### config.mk
export PLATFORM = sky130hd
export DESIGN_NAME = plugboard_loader
export DESIGN_NICKNAME = d
export VERILOG_FILES = /design/src/rtl/enigma_pkg.sv /design/src/rtl/plugboard_pair_match.sv /design/src/rtl/plugboard_loader.sv
export SDC_FILE = /design/constraint.sdc
export NUM_CORES = 1
export LEC_CHECK = 0
export CELL_PAD_IN_SITES_DETAIL_PLACEMENT = 0
export CELL_PAD_IN_SITES_GLOBAL_PLACEMENT = 1
export CORE_ASPECT_RATIO = 1.25
export CORE_MARGIN = 2
export CORE_UTILIZATION = 40
export CTS_CLUSTER_DIAMETER = 100
export DETAILED_ROUTE_END_ITERATION = 7
export PLACE_DENSITY = 0.91
export SYNTH_ARGS = -nofsm -noshare
export SYNTH_HDL_FRONTEND = slang
export SYNTH_SLANG_ARGS = --single-unit
### constraint.sdc
create_clock -name clk -period 11 [get_ports clk]
set_input_delay 2.2 -clock clk [delete_from_list [all_inputs] [get_ports clk]]
set_output_delay 2.2 -clock clk [all_outputs]
set_load 0.02 [all_outputs]
### src/rtl/enigma_pkg.sv
// Shared definitions for the plugboard configuration path.
//   SYMBOL_W    - width of one symbol bus
//   NUM_PAIRS   - number of plug pairs held by the loader
//   PB_SENTINEL - value driven by an empty slot; lookups treat it as "no plug"
//   cfg_op_t, resp_status_t, pb_state_t - command, status and loader FSM encodings
package enigma_pkg;

  localparam int SYMBOL_W   = 6;
  localparam int NUM_PAIRS  = 16;
  localparam int PAIR_IDX_W = 4;
  localparam logic [SYMBOL_W-1:0] PB_SENTINEL = 6'h3F;

  typedef enum logic [1:0] {
    OP_ADD    = 2'd0,
    OP_CLEAR  = 2'd1,
    OP_DELETE = 2'd2,
    OP_RSVD   = 2'd3
  } cfg_op_t;

  typedef enum logic [2:0] {
    ST_OK           = 3'd0,
    ST_ERR_RANGE    = 3'd1,
    ST_ERR_DUP      = 3'd2,
    ST_ERR_FULL     = 3'd3,
    ST_ERR_NOTFOUND = 3'd4,
    ST_ERR_OP       = 3'd5
  } resp_status_t;

  typedef enum logic [2:0] {
    S_IDLE  = 3'd0,
    S_SCAN  = 3'd1,
    S_WRITE = 3'd2,
    S_CLEAR = 3'd3,
    S_RESP  = 3'd4
  } pb_state_t;

endpackage

### src/rtl/plugboard_pair_match.sv
// Combinational compare of one stored plug pair against the command symbols.
// Ports:
//   valid        - the pair slot is occupied
//   sym_x, sym_y - the two stored symbols of the pair
//   key_a        - first command symbol, always compared
//   key_b        - second command symbol, compared only when key_b_en is set
//   key_b_en     - enables the key_b compare (off for DELETE)
//   hit          - occupied pair shares a symbol with the enabled keys
import enigma_pkg::*;

module plugboard_pair_match (
  input  logic                valid,
  input  logic [SYMBOL_W-1:0] sym_x,
  input  logic [SYMBOL_W-1:0] sym_y,
  input  logic [SYMBOL_W-1:0] key_a,
  input  logic [SYMBOL_W-1:0] key_b,
  input  logic                key_b_en,
  output logic                hit
);

  logic hit_a;
  logic hit_b;

  assign hit_a = (sym_x == key_a) || (sym_y == key_a);
  assign hit_b = key_b_en && ((sym_x == key_b) || (sym_y == key_b));
  assign hit   = valid && (hit_a || hit_b);

endmodule

### src/rtl/plugboard_loader.sv
// Sequential configuration writer for the plugboard lookup stage.
// Accepts ADD / CLEAR / DELETE commands, range-checks them, scans the 16
// stored pairs for conflicts one per cycle, then commits into the pair
// register file that drives the plugboard symbol buses.
// Ports:
//   clk, rst                 - clock, async active-high reset
//   cfg_valid/cfg_ready      - command handshake
//   cfg_op, cfg_a, cfg_b     - command opcode and symbols
//   resp_valid, resp_status  - one-cycle status pulse; status holds between pulses
//   pair_count               - number of occupied pairs (0..16)
//   plugboard0..plugboard31  - registered symbol buses, pair i on 2i / 2i+1
// Build option: define PLUGBOARD_DELETE_EN to enable DELETE; otherwise DELETE
// answers ERR_OP and the delete write path is not built.
//
// state  | meaning
// -------+----------------------------------------------------------
// IDLE   | cfg_ready high, waiting for a command
// SCAN   | 16 cycles, compare pair[scan_idx] against latched a/b
// WRITE  | commit ADD into lowest empty slot or remove DELETE target
// CLEAR  | wipe every pair back to the sentinel
// RESP   | resp_valid high for one cycle with the latched status
import enigma_pkg::*;

module plugboard_loader #(
  parameter int MAX_SYMBOL = 25
) (
  input  logic       clk,
  input  logic       rst,
  input  logic       cfg_valid,
  output logic       cfg_ready,
  input  logic [1:0] cfg_op,
  input  logic [5:0] cfg_a,
  input  logic [5:0] cfg_b,
  output logic       resp_valid,
  output logic [2:0] resp_status,
  output logic [4:0] pair_count,
  output logic [5:0] plugboard0,
  output logic [5:0] plugboard1,
  output logic [5:0] plugboard2,
  output logic [5:0] plugboard3,
  output logic [5:0] plugboard4,
  output logic [5:0] plugboard5,
  output logic [5:0] plugboard6,
  output logic [5:0] plugboard7,
  output logic [5:0] plugboard8,
  output logic [5:0] plugboard9,
  output logic [5:0] plugboard10,
  output logic [5:0] plugboard11,
  output logic [5:0] plugboard12,
  output logic [5:0] plugboard13,
  output logic [5:0] plugboard14,
  output logic [5:0] plugboard15,
  output logic [5:0] plugboard16,
  output logic [5:0] plugboard17,
  output logic [5:0] plugboard18,
  output logic [5:0] plugboard19,
  output logic [5:0] plugboard20,
  output logic [5:0] plugboard21,
  output logic [5:0] plugboard22,
  output logic [5:0] plugboard23,
  output logic [5:0] plugboard24,
  output logic [5:0] plugboard25,
  output logic [5:0] plugboard26,
  output logic [5:0] plugboard27,
  output logic [5:0] plugboard28,
  output logic [5:0] plugboard29,
  output logic [5:0] plugboard30,
  output logic [5:0] plugboard31
);

  localparam logic [SYMBOL_W-1:0]   MAX_SYM  = SYMBOL_W'(MAX_SYMBOL);
  localparam logic [PAIR_IDX_W-1:0] LAST_IDX = PAIR_IDX_W'(NUM_PAIRS - 1);

  pb_state_t    state_q, state_d;
  resp_status_t status_q, status_d;

  cfg_op_t               op_q;
  logic [SYMBOL_W-1:0]   a_q, b_q;
  logic [PAIR_IDX_W-1:0] scan_idx_q;
  logic                  match_found_q;
  logic                  empty_found_q;
  logic [PAIR_IDX_W-1:0] empty_idx_q;
`ifdef PLUGBOARD_DELETE_EN
  logic [PAIR_IDX_W-1:0] match_idx_q;
`endif

  logic [SYMBOL_W-1:0] pair_a [NUM_PAIRS];
  logic [SYMBOL_W-1:0] pair_b [NUM_PAIRS];
  logic [NUM_PAIRS-1:0] slot_valid;
  logic [4:0]           count_q;

  // Holds cfg_ready low until the first edge after reset is released.
  logic ready_en_q;

  logic accept;
  logic add_bad;
  logic cur_valid;
  logic cur_hit;
  logic match_final;
  logic empty_final;

  assign accept    = cfg_valid && cfg_ready;
  assign add_bad   = (cfg_a > MAX_SYM) || (cfg_b > MAX_SYM) || (cfg_a == cfg_b);
  assign cur_valid = slot_valid[scan_idx_q];

  plugboard_pair_match u_pair_match (
    .valid    (cur_valid),
    .sym_x    (pair_a[scan_idx_q]),
    .sym_y    (pair_b[scan_idx_q]),
    .key_a    (a_q),
    .key_b    (b_q),
    .key_b_en (op_q == OP_ADD),
    .hit      (cur_hit)
  );

  // Verdict on the last scan cycle must include that cycle's compare.
  assign match_final = match_found_q || cur_hit;
  assign empty_final = empty_found_q || !cur_valid;

  always_ff @(posedge clk or posedge rst) begin
    if (rst) begin
      state_q <= S_IDLE;
    end else begin
      state_q <= state_d;
    end
  end

  always_comb begin
    state_d    = state_q;
    status_d   = status_q;
    cfg_ready  = 1'b0;
    resp_valid = 1'b0;
    case (state_q)
      S_IDLE: begin
        cfg_ready = ready_en_q;
        if (accept) begin
          case (cfg_op_t'(cfg_op))
            OP_ADD: begin
              if (add_bad) begin
                state_d  = S_RESP;
                status_d = ST_ERR_RANGE;
              end else begin
                state_d = S_SCAN;
              end
            end
            OP_CLEAR: state_d = S_CLEAR;
`ifdef PLUGBOARD_DELETE_EN
            OP_DELETE: begin
              if (cfg_a > MAX_SYM) begin
                state_d  = S_RESP;
                status_d = ST_ERR_RANGE;
              end else begin
                state_d = S_SCAN;
              end
            end
`endif
            default: begin
              state_d  = S_RESP;
              status_d = ST_ERR_OP;
            end
          endcase
        end
      end
      S_SCAN: begin
        if (scan_idx_q == LAST_IDX) begin
          if (op_q == OP_ADD) begin
            if (match_final) begin
              state_d  = S_RESP;
              status_d = ST_ERR_DUP;
            end else if (!empty_final) begin
              state_d  = S_RESP;
              status_d = ST_ERR_FULL;
            end else begin
              state_d = S_WRITE;
            end
          end else begin
            if (!match_final) begin
              state_d  = S_RESP;
              status_d = ST_ERR_NOTFOUND;
            end else begin
              state_d = S_WRITE;
            end
          end
        end
      end
      S_WRITE: begin
        state_d  = S_RESP;
        status_d = ST_OK;
      end
      S_CLEAR: begin
        state_d  = S_RESP;
        status_d = ST_OK;
      end
      S_RESP: begin
        resp_valid = 1'b1;
        state_d    = S_IDLE;
      end
      default: state_d = S_IDLE;
    endcase
  end

  always_ff @(posedge clk or posedge rst) begin
    if (rst) begin
      ready_en_q    <= 1'b0;
      status_q      <= ST_OK;
      op_q          <= OP_ADD;
      a_q           <= '0;
      b_q           <= '0;
      scan_idx_q    <= '0;
      match_found_q <= 1'b0;
      empty_found_q <= 1'b0;
      empty_idx_q   <= '0;
`ifdef PLUGBOARD_DELETE_EN
      match_idx_q   <= '0;
`endif
      slot_valid    <= '0;
      count_q       <= '0;
      for (int i = 0; i < NUM_PAIRS; i++) begin
        pair_a[i] <= PB_SENTINEL;
        pair_b[i] <= PB_SENTINEL;
      end
    end else begin
      ready_en_q <= 1'b1;
      status_q   <= status_d;
      case (state_q)
        S_IDLE: begin
          if (accept) begin
            op_q          <= cfg_op_t'(cfg_op);
            a_q           <= cfg_a;
            b_q           <= cfg_b;
            scan_idx_q    <= '0;
            match_found_q <= 1'b0;
            empty_found_q <= 1'b0;
            empty_idx_q   <= '0;
          end
        end
        S_SCAN: begin
          scan_idx_q <= scan_idx_q + 1'b1;
          if (cur_hit && !match_found_q) begin
            match_found_q <= 1'b1;
`ifdef PLUGBOARD_DELETE_EN
            match_idx_q   <= scan_idx_q;
`endif
          end
          if (!cur_valid && !empty_found_q) begin
            empty_found_q <= 1'b1;
            empty_idx_q   <= scan_idx_q;
          end
        end
        S_WRITE: begin
          if (op_q == OP_ADD) begin
            pair_a[empty_idx_q]     <= a_q;
            pair_b[empty_idx_q]     <= b_q;
            slot_valid[empty_idx_q] <= 1'b1;
            count_q                 <= count_q + 5'd1;
          end
`ifdef PLUGBOARD_DELETE_EN
          else if (op_q == OP_DELETE) begin
            pair_a[match_idx_q]     <= PB_SENTINEL;
            pair_b[match_idx_q]     <= PB_SENTINEL;
            slot_valid[match_idx_q] <= 1'b0;
            count_q                 <= count_q - 5'd1;
          end
`endif
        end
        S_CLEAR: begin
          slot_valid <= '0;
          count_q    <= '0;
          for (int i = 0; i < NUM_PAIRS; i++) begin
            pair_a[i] <= PB_SENTINEL;
            pair_b[i] <= PB_SENTINEL;
          end
        end
        default: ;
      endcase
    end
  end

  assign resp_status = status_q;
  assign pair_count  = count_q;

  assign plugboard0  = pair_a[0];
  assign plugboard1  = pair_b[0];
  assign plugboard2  = pair_a[1];
  assign plugboard3  = pair_b[1];
  assign plugboard4  = pair_a[2];
  assign plugboard5  = pair_b[2];
  assign plugboard6  = pair_a[3];
  assign plugboard7  = pair_b[3];
  assign plugboard8  = pair_a[4];
  assign plugboard9  = pair_b[4];
  assign plugboard10 = pair_a[5];
  assign plugboard11 = pair_b[5];
  assign plugboard12 = pair_a[6];
  assign plugboard13 = pair_b[6];
  assign plugboard14 = pair_a[7];
  assign plugboard15 = pair_b[7];
  assign plugboard16 = pair_a[8];
  assign plugboard17 = pair_b[8];
  assign plugboard18 = pair_a[9];
  assign plugboard19 = pair_b[9];
  assign plugboard20 = pair_a[10];
  assign plugboard21 = pair_b[10];
  assign plugboard22 = pair_a[11];
  assign plugboard23 = pair_b[11];
  assign plugboard24 = pair_a[12];
  assign plugboard25 = pair_b[12];
  assign plugboard26 = pair_a[13];
  assign plugboard27 = pair_b[13];
  assign plugboard28 = pair_a[14];
  assign plugboard29 = pair_b[14];
  assign plugboard30 = pair_a[15];
  assign plugboard31 = pair_b[15];

endmodule

======== After elaboration in Yosys (flattened, before gate mapping) ========
Cells that the tools add are included.
cells by class
  add/subtract/negate cells ............... 2
  $lt $le $gt $ge ......................... 8
  equal/unequal tests ..................... 20
  muxes and demuxes ....................... 51
  bitwise gates (word level) .............. 3
  reductions and logical operators ........ 31
operators by type and width
  kind                number
  $pmux 96 s2         2
  $bwmux 96           2
  $mux 96             2
  $bmux 6 s4          2
  $mux 3              14
  $pmux 16 s2         1
  $eq 6x6->1          5
  $mux 6              5
  $demux 6 s4         1
  $pmux 3 s3          2
  $mux 16             1
  $or 16x16->16       1
  $pmux 4 s2          2
  $gt 6x5->1 const B  2
  $pmux 3 s2          2
  $ge 5x5->1 const B  2
  $lt 4x5->1 const B  2
  $ne 2x2->1 const B  5
  $not 4->5           2
  $pmux 5 s2          1
  $mux 4              2
  $reduce_and 2->1    4
  $logic_and 1x1->1   7
  $logic_or 1x1->1    7
  other kinds (26)    39
storage, ports and cells
  flip-flop bits (word level) ............. 244
  input bits .............................. 17
  output and inout bits ................... 202
  logic and storage cells ................. 159

======== Longest topological paths before layout ========
Gate-level depths: netlist of run 1.
  depth after elaboration ................. 14
  gate-level depth with buffers ........... 14

======== Cells and area by module ========
From an unflattened synthesis of run 1, not the netlist that was laid out.
unflattened totals
  cell total of the unflattened synthesis .. 1,252
  area total of the unflattened synthesis .. 12,035.3 um2
by module, submodules not included
  module                times used  cells an instance  area each (um2)  sequential area each (um2)
  plugboard_loader      1           1,216              11,758.8         6,346.1
  plugboard_pair_match  1           36                 276.5            0.0

======== Least setup slack after synthesis of run 1 ========
Ideal clock, no wire load.
  path type ............................... input-to-reg
  start ................................... input port cfg_a[3]
  end ..................................... register status_q[0], in the netlist resp_status[0]
  library setup time ...................... 125 ps
  data arrival time ....................... 3,478 ps
  setup slack ............................. 7,397 ps
  stages on the path ...................... 9
  path buffers ............................ 0
  path through ............................ xor2_1 nor3_1 a31oi_1 o21ai_0 nand2_1 inv_1 o211ai_1 o21bai_4 mux2_4
between the ends
  longest elaborated chain between the ends .. 5
  elaborated cells between the ends (all ways) .. 6
  those cells by class .................... order compare: 1; eq/ne: 2; reduce/logical: 3
RTL lines
  item                                   line                     text
  start, declared                        plugboard_loader.sv:32   input logic [5:0] cfg_a,
  $gt 6x5->1                             plugboard_loader.sv:103  assign add_bad = (cfg_a > MAX_SYM) || (cfg_b > MAX_SYM) || (cfg_a == cfg_b);
  $logic_or 1x1->1                       plugboard_loader.sv:103
  $logic_or 1x1->1 (*)                   plugboard_loader.sv:103
  $ne 3x3->1 (no source line) (*)        n/a
  $reduce_and 7->1 (no source line) (*)  n/a
  end signal, assigned                   plugboard_loader.sv:224  status_q <= status_d;
  end, declared                          plugboard_loader.sv:75   resp_status_t status_q, status_d;
Mark *: on every way between the ends. The rest lies on a longest branch, timed or not.
A chain may end at the register's enable or synchronous reset.

======== Worst setup path after layout of run 1 ========
  start ................................... register state_q[0]
  end ..................................... output port cfg_ready
between the ends
  longest elaborated chain between the ends .. 2
RTL lines
  item                    line                     text
  start, declared         plugboard_loader.sv:74   pb_state_t state_q, state_d;
  start signal, assigned  plugboard_loader.sv:124  state_q <= state_d;
  $logic_not 3->1         plugboard_loader.sv:133  case (state_q)
  $mux 1                  plugboard_loader.sv:133
  end, declared           plugboard_loader.sv:30   output logic cfg_ready,
No other way between the ends.

==> results of run 1 <==
## cell type report
type | instances | area [µm²] | area share
sequential | 244 | 6350 | 0.407
multi-input combinational | 943 | 5590 | 0.358
timing repair buffer | 241 | 2350 | 0.151
clock buffer | 36 | 717 | 0.0459
tap | 407 | 509 | 0.0326
clock inverter | 5 | 50.0 | 0.00321
inverter | 7 | 33.8 | 0.00216
## power groups by stage
stage               Combinational, W  Sequential [W]  Clock (W)
CTS                          0.00246         0.00207   0.000829
finish                       0.00246         0.00209   0.000824
global placement             0.00240         0.00207          0
global route                 0.00262         0.00213   0.000860
detailed placement           0.00245         0.00208          0
floorplan                    0.00124         0.00214          0
## critical path, delay by kind of cell, from the launching register on
kind / cells / cell delay, ns
buf+inv: 1 / 0.59
simple gates: 2 / 0.53
flops: 1 / 0.51
## routing by layer
| layer | GRT usage | up-vias |
|---|---|---|
| li1 | - | 4729 |
| met1 | 0.351 | 5498 |
| met2 | 0.431 | 626 |
| met3 | 0.0500 | 138 |
| met4 | 0.134 | 0 |
| met5 | 0 | - |
## kinds of logic (layout without fill, tap and decap cells)
kind of cell,count (synthesis),in the layout
and+or+nand+nor,723,723
AOI/OAI and AO/OA,77,77
xor gates and xnor gates,32,32
other,1,1
DFF,244,244
buffers and inverters,115,289
adders and majority gates,2,2
muxes,108,108
## cells in the final DEF (no fill, tap or decap), drive strengths merged, types with 13 or more instances in the layout
| cell | instances |
|---|---|
| nand2 | 410 |
| clkdlybuf4s50 | 218 |
| dfstp | 192 |
| nand3 | 184 |
| nor2 | 71 |
| dfrtp | 52 |
| mux2i | 45 |
| mux4 | 40 |
| clkbuf | 36 |
| buf | 23 |
| mux2 | 23 |
| o211ai | 21 |
| xor2 | 19 |
| o21ai | 16 |
| xnor2 | 13 |
## final timing paths
| path | from | endpoint | slack, ns | cells after the start |
|---|---|---|---|---|
| max | state_q[0] | cfg_ready | 6.64 | 3 |
| max reg2reg | scan_idx_q[1] | resp_status[1] | 6.86 | 10 |
| min reg2reg | plugboard29[5] | plugboard29[5] | 0.50 | 2 |
| min in group asynchronous | rst | pair_count[0] | 2.21 | 2 |
| max in group asynchronous | rst | plugboard17[3] | 7.38 | 3 |
| min | plugboard29[5] | plugboard29[5] | 0.50 | 2 |
## through the flow
stage | hold WS, ns | util | worst slack (ns) | cells | total power (W)
floorplan | 0.461 | - | 2.42 | 1302 | 0.00338
global placement | 0.474 | 0.482 | 6.56 | 1842 | 0.00448
detailed placement | 0.487 | 0.482 | 6.54 | 1842 | 0.00453
CTS | 0.498 | 0.507 | 6.62 | 1883 | 0.00536
global route | 0.516 | 0.507 | 6.50 | 1883 | 0.00561
finish | 0.496 | 0.507 | 6.64 | 1883 | 0.00538
==> qor.yml, run 1 <==
clocking:
  clock_path_buffers: 3
  clock_latency_ns: 0.52
  cts_hold_buf: 0
  cts-root-buf: "clkbuf_16"
  cts.sinks: 244
  cts_made_buffers: 25
  cts_tree: "done"
  post_cts_buffers: 0
  ctsResizeCount: 0
  path_clk_slew_ns: 0.06
  htreeDepth: 1
synthesis:
  ys_warn_count: 0
  ys_seq_area_frac: 0.511
  yosys.area.top_type: "dfstp_2"
  synthDominantCellAreaShare: 0.406
  synth_top_family_by_area: "simple AND/OR/NAND/NOR gates"
  synth-simple-area-share: 0.249
  syn_nets: 1321
  synth_area_leaders: "dfstp_2 (41%), nand2_1 (12%), dfrtp_1 (10%)"
  synth_compound_area_frac: 0.0442
  synth_adder_area_share: 0.00201
  synth_xor_xnor_area_share: 0.0226
  synth_area_per_cell_um2: 9.54
  synthMuxAreaShare: 0.131
  synth_cell_types: 53
  synth_edf_count: 0
  synthFlopType: "dfstp_2"
  netlist_instances: 1302
  syn_area_mm2: 0.0124
  ys_ff_latch: 244
  synthTopCellsByCount: "nand2_1 (410), dfstp_2 (192), nand3_1 (184)"
  async_flop_share: 1.00
  synth.most_common_cell: "nand2_1"
floorplanning:
  die_area_mm2: 0.0325
  coreArea_mm2: 0.0308
  die_x_um: 162
  rows: 72
  fp.dieH_um: 201
  start_util: 0.403
  ioPinCount: 219
finish:
  largest_reg_flops: 16
  drive_gt1_frac: 0.218
  diodes: 0
  nets: 1481
  num-fill-cells: 2788
  fin_area_mm2: 0.0156
  area_delta_synth_final_pct: 25.6
  top_register: "slot_valid"
route:
  routed-wl-met2_mm: 21.2
  met3_wirelength_mm: 3.86
  drtIter0Drc: 1186
  drc: 0
  drt_first_pass_iters: 5
  drtAntennaViolNets: 0
  top_layer: "met4"
  via_count: 10991
  wirelength_mm: 44.8
  met1_length_mm: 17.3
  wl_per_cell_um: 23.8
  viasPerCell: 5.84
global_route:
  antenna_found_initial: 0
  grt_pass1_wl_mm: 66.8
  grt_max_degree: 114
  grt_pass1_vias: 10769
  grt_use_total: 0.269
  overflow: 0
power:
  p_seq_frac: 0.389
  combPwrFrac: 0.458
  p_int_w: 0.00315
  p_leak_nw: 6.56
  p_sw_w: 0.00222
  peakVddDrop_v: 0.000176
  clkPwrFrac: 0.153
  swShare: 0.413
  p_per_area_mw_per_mm2: 344
worst_setup_path:
  cp-start-kind: "flop"
  crit_chain: "nor3_1 > and2_1 > clkdlybuf4s50_1"
  end_kind: "output pin"
  crit_type: "flop to output pin"
  cpMaxStageDelayCell: "clkdlybuf4s50_1"
  cp_max_fo: 12
  slowest_delay_ns: 0.59
  cp.arrival_ns: 2.16
  cp_data_required_time_ns: 8.80
timing:
  relSlewSlack: 0.128
  tns_ns: 0
  finalCritPeriodShare: 0.396
  post-route-min-period_ns: 4.36
  skew_ns: 0.00963
  tightest_slew_ns: 1.30
  fmax_ghz: 0.229
  rsz0062_at_grt: "false"
  drv_slew: 0
  setup_viol: 0
  hold_viol: 0
run:
  max_cap_viol_count: 0
placement:
  routabilityCongestion: 0.865
  post_dp_cell_area_mm2: 0.0148
  hpwlAfterDp_mm: 30.1
  portBuffers: 218
outcome:
  status: "finished, final reports clean"
min_path:
  hold_path.class: "flop to flop"
Note: power is estimated with default switching activity, not from simulation.
==> run 2, diff against run 1 <==
--- a/config.mk
+++ b/config.mk
@@ -9,10 +9,10 @@
 export CELL_PAD_IN_SITES_GLOBAL_PLACEMENT = 1
 export CORE_ASPECT_RATIO = 1.25
 export CORE_MARGIN = 2
-export CORE_UTILIZATION = 40
+export CORE_UTILIZATION = 37
 export CTS_CLUSTER_DIAMETER = 100
 export DETAILED_ROUTE_END_ITERATION = 7
-export PLACE_DENSITY = 0.91
+export PLACE_DENSITY = 0.89
 export SYNTH_ARGS = -nofsm -noshare
 export SYNTH_HDL_FRONTEND = slang
 export SYNTH_SLANG_ARGS = --single-unit
==> constraint.sdc (replaced) <==
create_clock -name clk -period 3.65 [get_ports clk]
set_input_delay 0.73 -clock clk [delete_from_list [all_inputs] [get_ports clk]]
set_output_delay 0.73 -clock clk [all_outputs]
set_load 0.02 [all_outputs]
==> qor.yml, run 2 (synthesis gave the netlist of run 1 again) <==
clocking:
  clock_path_buffers: 3  # unchanged
  clock_latency_ns: 0.53  # about the same
  cts_hold_buf: 0  # unchanged
  cts_made_buffers: 26  # +4.0%
  cts.sinks: 244  # unchanged
  cts-root-buf: "clkbuf_16"
  path_clk_slew_ns: 0.06  # about the same
  htreeDepth: 1  # unchanged
  cts_tree: "done"
finish:
  largest_reg_flops: 16  # unchanged
  final_common_cell: "nand2_1"
  utilization: 0.483  # -0.0235
  nets: 1507  # +1.8%
  top_register: "slot_valid"
  diodes: 0  # unchanged
  layout_common_cells: "nand2_1 (410), clkdlybuf4s50_1 (218), dfstp_2 (192)"
  area_delta_synth_final_pct: 29.5
  drive_gt1_frac: 0.237  # +0.0192
timing:
  relSlewSlack: 0.321  # +0.194
  drv_slew: 0  # unchanged
  hold_viol: 0  # unchanged
  skew_ns: 0.00846  # -0.00118 ns
  hold_ws_ns: 0.499  # +0.00329 ns
  setup_viol: 0  # unchanged
  post-route-min-period_ns: 3.49
  finalCritPeriodShare: 0.955
  tightest_slew_ns: 1.02  # -0.286 ns
  rsz0062_at_grt: "false"
  timing.final.ws_setup_ns: 0.164  # -6.48 ns
  fmax_ghz: 0.287
route:
  drt_first_pass_iters: 5  # unchanged
  wirelength_mm: 47.6  # +6.4%
  met3_wirelength_mm: 4.12  # +6.7%
  drc: 0  # unchanged
  viasPerCell: 5.82  # -0.31%
  drtAntennaViolNets: 0  # unchanged
  routed-wl-met2_mm: 22.6  # +6.7%
  top_layer: "met4"
  drtIter0Drc: 1021  # -14%
  via_count: 11236  # +2.2%
  met1_length_mm: 18.5  # +6.7%
  wl_per_cell_um: 24.7  # +3.8%
worst_setup_path:
  slowest_delay_ns: 0.65  # +0.06 ns
  critPathMostFrequentCell: "or4_1"
  cpMaxStageDelayCell: "dfrtp_2"
  cp-start-kind: "flop"
  end_kind: "flop"
  cp_data_required_time_ns: 4.07  # -4.73 ns
  crit_type: "flop to flop"
  cp_max_fo: 20  # +8
  cp.arrival_ns: 3.90  # +1.74 ns
  crit_chain: "buf_4 > mux2i_1 > a22oi_1 > a21bo_2 > a41oi_1 > or4_1 > or4_1 > o211ai_2 > o21bai_4 > mux2_4"
global_route:
  grt_max_degree: 116  # +1.8%
  antenna_found_initial: 1  # +1
  overflow: 0  # unchanged
  grt_pass1_wl_mm: 71.3  # +6.6%
  grt_pass1_vias: 11131  # +3.4%
  grt_use_total: 0.267  # -0.00194
floorplanning:
  die_area_mm2: 0.0351  # +7.9%
  coreArea_mm2: 0.0333  # +8.1%
  die_x_um: 168  # +3.9%
  rows: 75  # +4.2%
  fp.dieH_um: 209  # +3.9%
  ioPinCount: 219  # unchanged
  start_util: 0.373  # -0.0303
placement:
  routabilityCongestion: 0.939  # +8.6%
  post-place-ws_ns: 0.103  # -6.44 ns
  hpwlAfterDp_mm: 33.5  # +11%
  portBuffers: 218  # unchanged
outcome:
  status: "finished, final reports clean"
power:
  p_leak_nw: 6.80  # +3.6%
  power_w: 0.0170  # +220%
  p_per_area_mw_per_mm2: 1060  # +210%
  peakVddDrop_v: 0.000545  # +210%
min_path:
  hold_path.class: "flop to flop"
run:
  max_cap_viol_count: 0  # unchanged
run 2: changes by cell type in the layout (fill, tap and decap cells not counted), moves of 2 or more:
cell,previous run,this run
bufinv_16,1,6
buf_12,0,5
clkbuf_1,6,2
clkinvlp_4,0,3
clkbuf_16,25,27
buf_4,23,42
run 2: path summary, 6_finish.rpt:
| kind | cells past startpoint | from | slack, ns | endpoint |
|---|---|---|---|---|
| setup / recovery | 10 | scan_idx_q[1] | 0.16 | resp_status[1] |
| min in group asynchronous | 2 | rst | 0.61 | pair_count[3] |
| hold reg to reg | 2 | plugboard25[5] | 0.50 | plugboard25[5] |
| max in group asynchronous | 3 | rst | 2.21 | plugboard15[0] |
| setup reg to reg | 10 | scan_idx_q[1] | 0.16 | resp_status[1] |
| hold / removal | 2 | plugboard25[5] | 0.50 | plugboard25[5] |
run 2: worst max-delay path: cells and delay by family (launching register included):
kind | cells | cell delay [ns]
DFF | 1 | 0.65
buffers and inverters | 1 | 0.43
and+or+nand+nor | 2 | 0.94
AOI/OAI and AO/OA | 5 | 0.90
muxes | 2 | 0.45
run 2: power by group:
part	total, W	internal [W]	switching, W	leakage [nW]
Sequential	0.00632	0.00453	0.00180	2.67
Combinational	0.00766	0.00368	0.00398	3.65
Clock	0.00302	0.00187	0.00115	0.480
run 2: final cells by class:
type | instances | area (µm²)
fill | 3014 | 17200
clock inverter | 14 | 229
clock buffer | 34 | 752
timing repair buffer | 266 | 2610
tap | 423 | 529
inverter | 7 | 30.0
multi-input combinational | 943 | 5590
sequential | 244 | 6350
run 2: stage by stage:
step / std cells / instance area [µm²] / setup TNS, ns
2_1_floorplan: 1302 / 12400 / -6.60
3_3_place_gp: 1883 / 15100 / 0
3_5_place_dp: 1883 / 15100 / 0
4_1_cts: 1931 / 16100 / 0
5_1_grt: 1931 / 16100 / 0
6_report: 1931 / 16100 / 0
run 2: layer usage:
| metal | track usage | vias up |
|---|---|---|
| li1 | - | 4789 |
| met1 | 0.346 | 5639 |
| met2 | 0.435 | 668 |
| met3 | 0.0485 | 140 |
| met4 | 0.127 | 0 |
| met5 | 0 | - |
run 2: repair_timing:
action / 4_1_cts / 5_1_grt
endpoints found under the setup margin: 0 / 4
gates resized for setup: 0 / 2
buffers inserted: 0 / 0
==> edit (flow settings as in run 2) <==
Make the reset (`rst`) synchronous in 2 clocked blocks. Comments in the files are not updated.
--- a/src/rtl/plugboard_loader.sv
+++ b/src/rtl/plugboard_loader.sv
@@ -119,3 +119,3 @@
 
-  always_ff @(posedge clk or posedge rst) begin
+  always_ff @(posedge clk) begin
     if (rst) begin
@@ -201,3 +201,3 @@
 
-  always_ff @(posedge clk or posedge rst) begin
+  always_ff @(posedge clk) begin
     if (rst) begin
Function: differs if rst is asserted again (counterexample within 4 cycles, from zero or initial values and one cycle with rst high); with rst held inactive, the same outputs for 10 cycles.
==> edit against run 2 <==
  * Area after synthesis is 5.4% lower
  * Clock skew is 0.0049 ns higher
  * Design area is 5.7% lower
  * Sequential cell count is 4 higher
  * Critical endpoint is now resp_status[2]
  * Global-route usage is 4.0 points lower
  * Setup slack better by 0.14 ns
  * Via count is 22% lower
  * Routed wire length is 20% lower
  * Cell count is 20% lower
Power is not compared: it rests on default switching activity, and its combinational part moved more than twofold at a synthesized area within 25%.
==> edit: results <==
export IMPL_fin_skew_ns=0.0133
export IMPL_drtIter0Drc=886
export IMPL_first_global_vias=8595
export IMPL_drive_above_1_share_pct=16.4
export IMPL_yosysMostFrequentCell="edfxtp_1"
export IMPL_synth_top_cells_by_count="edfxtp_1 (192), or3_1 (133), clkbuf_1 (71), nand2_1 (62), dfxtp_1 (56)"
export IMPL_h_tree_depth=1
export IMPL_grt_use_total_pct=22.8
export IMPL_ctsResizeCount=0
export IMPL_cts_buffers=25
export IMPL_syn_inst=931
export IMPL_clock_latency_ns=0.54
export IMPL_antenna_found_initial=0
export IMPL_synth_edf_count=192
export IMPL_viasPerCell=5.66
export IMPL_dp_cells=1509
export IMPL_largestRegisters="pair_a x96, pair_b x96, slot_valid x16"
export IMPL_route_detailed_wl_per_inst_um=24.7
export IMPL_grt_pass1_wl_mm=56.0
export IMPL_cts_setup_buffers=0
export IMPL_p_leak_nw=4.24
export IMPL_cp_slowest_stage_delay_ns=0.57
export IMPL_relSlewSlack_pct=16.0
export IMPL_synth_cell_types=58
export IMPL_cts_root_buf="clkbuf_16"
export IMPL_place_hpwl_mm=27.5
export IMPL_critPathSlowestCell="mux4_1"
export IMPL_cp_max_fo=9
export IMPL_seq_area_frac_synth_pct=58.6
export IMPL_place_area_um2=14400
export IMPL_portBuffers=218
export IMPL_grt_max_degree=60
export IMPL_place_gp_congestion=0.894
export IMPL_dr_pass1_iters=7
export IMPL_cp_top_family="multiplexers"
export IMPL_num_antenna_cells=0
export IMPL_crit_arrival_ns=3.77
export IMPL_vdd_drop_max_mv=0.260
export IMPL_netlist_top_cells_area="edfxtp_1 (49%), dfxtp_1 (9.5%), or3_1 (7.1%)"
export IMPL_yosysWarningCount=0
export IMPL_syn_nets=950
export IMPL_cts_max_path_buffers=3
export IMPL_instances_no_fill=1554
export IMPL_pre_cts_ws_ns=0.333
export IMPL_async_flop_share_pct=0
export IMPL_outcome="finished clean"
export IMPL_final_nets=1148
export IMPL_min_path_type="register to register"
edit: changes by cell type after synthesis, sizes merged, moves of 56 or more:
cell	delta
nand2	-348
dfstp	-192
edfxtp	+192
nand3	-174
or3	+130
dfxtp	+56
edit: layer usage:
layer	wire length (µm)	part of all wire, %	track usage [%]	vias to the layer above
met4	1660	4.3	9.36	0
met5	0	0	0	-
met1	13500	35	28.2	4277
met3	4040	11	5.17	100
met2	19100	50	38.3	564
li1	-	-	-	3849
edit: cell families (layout without fill, tap and decap cells):
family / count (synthesis) / after routing / share of synthesized area [%]
xor gates and xnor gates: 35 / 35 / 2.61
DFF: 248 / 248 / 58.6
buffers and inverters: 101 / 317 / 3.84
and+or+nand+nor: 356 / 356 / 16.8
muxes: 92 / 92 / 12.5
adders and majority gates: 2 / 2 / 0.213
AOI/OAI and AO/OA: 97 / 97 / 5.44
edit: report_power, final:
group	switching, mW	internal, mW	total, mW	leakage (nW)
logic	0.196	0.103	0.299	2.11
registers	0.0377	3.05	3.08	1.76
clock network	1.07	1.40	2.48	0.372
edit: final timing paths:
| check | to | start | cells past startpoint | slack (ns) |
|---|---|---|---|---|
| max reg2reg | resp_status[2] | register | 11 | 0.30 |
| min reg2reg | slot_valid[1] | slot_valid[1] | 2 | 0.45 |
| min | slot_valid[1] | slot_valid[1] | 2 | 0.45 |
| max | resp_status[2] | register | 11 | 0.30 |
edit: area by class of cell:
class	count	area, µm²
sequential	248	6890
clock buffer	32	652
clock inverter	13	123
tap	407	509
multi-input combinational	582	4420
fill	2697	15900
inverter	7	26.3
timing repair buffer	265	2550
